==> config.mk <==
export PLATFORM = sky130hd
export DESIGN_NAME = if_stage
export DESIGN_NICKNAME = d
export VERILOG_FILES = /design/src/rtl/if_stage.sv
export SDC_FILE = /design/constraint.sdc
export NUM_CORES = 1
export LEC_CHECK = 0
export BUFFER_PORTS_ARGS = -buffer_cell sky130_fd_sc_hd__buf_2
export CORE_MARGIN = 5
export CORE_UTILIZATION = 50
export CTS_CLUSTER_DIAMETER = 30
export DETAILED_ROUTE_END_ITERATION = 16
export MAX_ROUTING_LAYER = met4
export PLACE_DENSITY_LB_ADDON = 0.3
export SETUP_SLACK_MARGIN = 0.05
export SYNTH_ARGS = -nofsm -noshare
export SYNTH_HDL_FRONTEND = slang
export SYNTH_SLANG_ARGS = --single-unit
==> constraint.sdc <==
create_clock -name clk -period 16.2 [get_ports clk]
set_input_delay 1.62 -clock clk [delete_from_list [all_inputs] [get_ports clk]]
set_output_delay 1.62 -clock clk [all_outputs]
set_load 0.005 [all_outputs]
==> src/rtl/if_stage.sv <==
// rtl/if_stage.sv - instruction fetch stage: fetch PC, single-outstanding imem reads, fetch buffer
// Optional IF_BUF_BYPASS_EN: an ack into an empty buffer is presented to decode in the same cycle.
module if_stage #(
   parameter int unsigned       ADDR_W     = 32,
   parameter int unsigned       INSTR_W    = 32,
   parameter logic [ADDR_W-1:0] RESET_PC   = '0,
   parameter int unsigned       PC_STEP    = 4,
   parameter int unsigned       FIFO_DEPTH = 2
) (
   input  logic               clk,
   input  logic               aresetn,
   input  logic               i_stall,
   input  logic               i_redirect,
   input  logic [ADDR_W-1:0]  i_redirect_pc,
   output logic               o_imem_req,
   output logic [ADDR_W-1:0]  o_imem_addr,
   input  logic               i_imem_ack,
   input  logic [INSTR_W-1:0] i_imem_data,
   output logic [ADDR_W-1:0]  o_pc,
   output logic [INSTR_W-1:0] o_instr,
   output logic               o_valid
);

   localparam int unsigned       PTR_W      = $clog2(FIFO_DEPTH);
   localparam int unsigned       CNT_W      = PTR_W + 1;
   localparam int unsigned       STEP_SH    = $clog2(PC_STEP);
   localparam logic [ADDR_W-1:0] ALIGN_MASK = ~((ADDR_W'(1) << STEP_SH) - ADDR_W'(1));
   localparam logic [ADDR_W-1:0] STEP_C     = ADDR_W'(PC_STEP);
   localparam logic [CNT_W-1:0]  DEPTH_C    = CNT_W'(FIFO_DEPTH);

   typedef enum logic [1:0] {S_IDLE, S_REQ, S_DROP} state_t;

   state_t              state, state_nxt;
   logic [ADDR_W-1:0]   fetch_pc, fetch_pc_nxt;
   logic [ADDR_W-1:0]   buf_pc    [FIFO_DEPTH];
   logic [INSTR_W-1:0]  buf_instr [FIFO_DEPTH];
   logic [PTR_W-1:0]    rd_ptr, wr_ptr;
   logic [CNT_W-1:0]    count, count_after_pop, count_nxt;
   logic                fifo_nonempty, take_ack, bypass_take, push, pop;

   assign fifo_nonempty = (count != '0);
   assign take_ack      = (state == S_REQ) && i_imem_ack && !i_redirect;

`ifdef IF_BUF_BYPASS_EN
   logic bypass_hit;
   assign bypass_hit  = take_ack && !fifo_nonempty;
   assign bypass_take = bypass_hit && !i_stall;
   assign o_valid     = fifo_nonempty || bypass_hit;
   assign o_pc        = fifo_nonempty ? buf_pc[rd_ptr]    : (bypass_hit ? fetch_pc    : '0);
   assign o_instr     = fifo_nonempty ? buf_instr[rd_ptr] : (bypass_hit ? i_imem_data : '0);
`else
   assign bypass_take = 1'b0;
   assign o_valid     = fifo_nonempty;
   assign o_pc        = fifo_nonempty ? buf_pc[rd_ptr]    : '0;
   assign o_instr     = fifo_nonempty ? buf_instr[rd_ptr] : '0;
`endif

   // a word consumed straight from the bypass never occupies a buffer slot
   assign push            = take_ack && !bypass_take;
   assign pop             = fifo_nonempty && !i_stall;
   assign count_after_pop = count - CNT_W'(pop);
   assign count_nxt       = count_after_pop + CNT_W'(push);
   assign o_imem_addr     = fetch_pc;

   always_comb begin
      state_nxt    = state;
      fetch_pc_nxt = fetch_pc;
      o_imem_req   = (state == S_REQ);
      if (take_ack)
         fetch_pc_nxt = fetch_pc + STEP_C;
      if (i_redirect)
         fetch_pc_nxt = i_redirect_pc & ALIGN_MASK;
      case (state)
         S_IDLE: begin
            if (!i_redirect && (count_after_pop < DEPTH_C))
               state_nxt = S_REQ;
         end
         S_REQ: begin
            if (i_imem_ack)
               state_nxt = (!i_redirect && (count_nxt < DEPTH_C)) ? S_REQ : S_IDLE;
            else if (i_redirect)
               state_nxt = S_DROP;
         end
         S_DROP: begin
            if (i_imem_ack)
               state_nxt = S_IDLE;
         end
         default: state_nxt = S_IDLE;
      endcase
   end

   always_ff @(posedge clk or negedge aresetn) begin
      if (!aresetn) begin
         state    <= S_IDLE;
         fetch_pc <= RESET_PC;
         rd_ptr   <= '0;
         wr_ptr   <= '0;
         count    <= '0;
      end else begin
         state    <= state_nxt;
         fetch_pc <= fetch_pc_nxt;
         if (i_redirect) begin
            rd_ptr <= '0;
            wr_ptr <= '0;
            count  <= '0;
         end else begin
            if (push)
               wr_ptr <= wr_ptr + PTR_W'(1);
            if (pop)
               rd_ptr <= rd_ptr + PTR_W'(1);
            count <= count_nxt;
         end
      end
   end

   always_ff @(posedge clk) begin
      if (push) begin
         buf_pc[wr_ptr]    <= fetch_pc;
         buf_instr[wr_ptr] <= i_imem_data;
      end
   end

`ifndef SYNTHESIS
   ack_in_idle: assert property (@(posedge clk) disable iff (!aresetn)
      !((state == S_IDLE) && i_imem_ack))
      else $error("if_stage: imem ack with no request outstanding");
`endif

endmodule

==> results.toml <==
[layout]
final_cell_mix = "buf_2 (160), edfxtp_1 (124), nor2_1 (87)"
area_growth_pct = 22.3
diodes = 0
num-nets-final = 743
fin_area_mm2 = 0.00840
layout_commonest_cell = "buf_2"
drive_above_1_share_pct = 29.2
final_cells = 860
num-fill-cells = 1034

[power]
switchingPower_w = 0.000323
ir_drop_mv = 0.0995
internal_power_w = 0.000860
p_leak_nw = 3.24
clkPwrFrac_pct = 35.5
sw_frac_of_total_pct = 27.3
power_density_mw_per_mm2 = 141
p_comb_share_pct = 20.1
p_seq_share_pct = 44.4

[grt]
grt_max_degree = 64
grt_usage_pct = 19.3
antenna_found_initial = 0
first_global_vias = 4607
grt_pass1_wl_um = 23700
overflow = 0

[floorplan]
die_w_um = 127
num_io_pins = 167
die_height_um = 127
rows = 42
start_util_pct = 51.5
die_area_mm2 = 0.0162
coreArea_mm2 = 0.0133

[yosys]
syn-cell-area_mm2 = 0.00687
synthCells = 519
dominantRegCellSynth = "edfxtp_1"
ys_seq_area_share_pct = 67.3
yosysWarnings = 0
synth-edff-count = 124
synth-seq-cells = 160
avgSynthCellArea_um2 = 13.2
synthDistinctLibCells = 46
async_flop_share_pct = 22.5

[worst_setup_path]
slowest_delay_ns = 1.12
arrival_ns = 2.19
cp.required_ns = 14.58
crit_chain = "mux2i_1 -> nor2_1 -> buf_2"
path_max_fanout = 63
path_buf_inv = 1
cpMaxStageDelayCell = "dfrtp_4"
critical-path-top-delay-family = "flip-flops"
cp-end-kind = "primary output"
crit_type = "register to primary output"
start_kind = "register"

[outcome]
status = "complete, no violations"

[route]
viasPerCell = 5.56
drt_wl_total_um = 15100
detail-route-antenna-nets = 0
via_count = 4778
wire_per_inst_um = 17.5
dr.pass1.iters = 5
drtIter0Drc = 386
drc = 0

[clock_network]
postCtsSetupBuffers = 0
cts_tree = "yes"
cts_resized = 0
clock-root-buffer = "clkbuf_16"
clkTransAtPathRegs_ns = 0.06
cts_buffers = 17
cts_max_level = 4
insertion_delay_ns = 0.41
clockBufferDepth = 2
cts.sinks = 160
hold_buffers = 0

[min_path]
hold_class = "register to register"

[timing]
slew-limit-headroom_pct = 23.7
fmax_mhz = 263
tightestPinTransition_ns = 1.14
fin_crit_ns = 3.81
fin_ws_ns = 12.39
finalHoldViolCount = 0
slew_viol_final = 0
setup_viol = 0
rsz0062_at_grt = "false"
fin_setup_tns_ns = 0
fin_skew_ns = 0.0107
post-route-period-util_pct = 23.5

[place]
placed_cells = 828
place_ws_ns = 12.67
numPortBuffers = 160
placed_cell_area_mm2 = 0.00777
dp_hpwl_um = 9950
routabilityCongestion = 0.835

[job]
maxCapViolations = 0
==> per-stage QoR <==
stage | hold WS, ns | power, W | utilization (%)
after CTS | 0.474 | 0.00120 | 62.9
after global routing | 0.518 | 0.00124 | 62.9
after detailed placement | 0.467 | 0.000777 | 58.2
final | 0.469 | 0.00118 | 62.9
after global placement | 0.452 | 0.000771 | 58.2
after floorplan | 0.432 | 0.000663 | -
==> cell families (layout without fill, tap and decap cells) <==
| family | after synthesis | count (layout) | synth area share [%] |
|---|---|---|---|
| compound gates | 54 | 54 | 5.12 |
| xor+xnor | 13 | 13 | 1.66 |
| fa+ha+maj | 3 | 3 | 0.546 |
| buf+inv | 41 | 203 | 2.90 |
| flops | 160 | 160 | 67.3 |
| mux | 63 | 63 | 9.18 |
| other cells | 1 | 4 | 0.0546 |
| simple gates | 184 | 184 | 13.3 |
==> synthesized netlist by cell type (5+ instances only) <==
library cell	count	area (um^2)
edfxtp_1	124	3720
nor2_1	88	330
mux2i_1	63	631
dfrtp_1	36	901
nand2_1	21	78.8
clkbuf_1	19	71.3
nand3_1	16	80.1
o21ai_0	16	80.1
a31oi_1	14	87.6
o31ai_1	12	90.1
or4_1	11	82.6
nand4_1	10	62.6
inv_1	8	30.0
xnor2_1	7	61.3
nor3_1	6	30.0
xor2_1	6	52.6
and4_1	5	43.8
nor2b_1	5	31.3
==> final cells by class <==
type | count | area [um^2] | area share [%]
Timing Repair Buffer | 163 | 823 | 9.80
Inverter | 8 | 30.0 | 0.357
Sequential cell | 160 | 4630 | 55.1
Clock buffer | 19 | 433 | 5.15
Multi-Input combinational cell | 321 | 2070 | 24.7
Tap cell | 176 | 220 | 2.62
Clock inverter | 13 | 193 | 2.29
==> worst reg2reg max path, cell delays in order (launching register included) <==
cell and delay (ns):
dfrtp_1 0.39, nand2b_2 0.24, inv_1 0.12, nand2_1 0.18, nor2_1 0.19, and2_2 0.21, buf_4 0.66
==> power groups by stage <==
stage | Sequential, W | Combinational [W] | Clock (W)
2_1_floorplan | 0.000504 | 0.000158 | 0
3_3_place_gp | 0.000532 | 0.000239 | 0
3_5_place_dp | 0.000534 | 0.000243 | 0
4_1_cts | 0.000526 | 0.000244 | 0.000428
5_1_grt | 0.000531 | 0.000266 | 0.000444
6_report | 0.000525 | 0.000238 | 0.000420
==> sequential cells by signal, indices dropped and copies added (netlist names) <==
register,count
buf_instr,64
buf_pc,60
count,2
o_imem_addr,30
rd_ptr,1
state,2
wr_ptr,1
==> path summary, 6_finish.rpt <==
| kind | startpoint | to | slack, ns | cells past startpoint |
|---|---|---|---|---|
| max | rd_ptr | o_instr[19] | 12.39 | 3 |
| min | state[1] | state[0] | 0.47 | 1 |
| max reg2reg | state[1] | buf_instr[1][30] | 13.80 | 6 |
| min reg2reg | state[1] | state[0] | 0.47 | 1 |
| max in group asynchronous | aresetn | rd_ptr | 14.26 | 1 |
| min in group asynchronous | aresetn | o_imem_addr[28] | 1.32 | 1 |
==> layer usage <==
layer  routed length [um]  share of wire [%]  vias to the layer above  global-route usage [%]
li1                     -                  -                     2237                       -
met1                 6180                 41                     2295                    24.4
met2                 7400                 49                      224                    30.8
met3                 1240                8.2                       22                    4.51
met4                  265                1.8                        0                    6.69
met5                    0                  0                        -                       -
(Power assumes the default switching activity.)
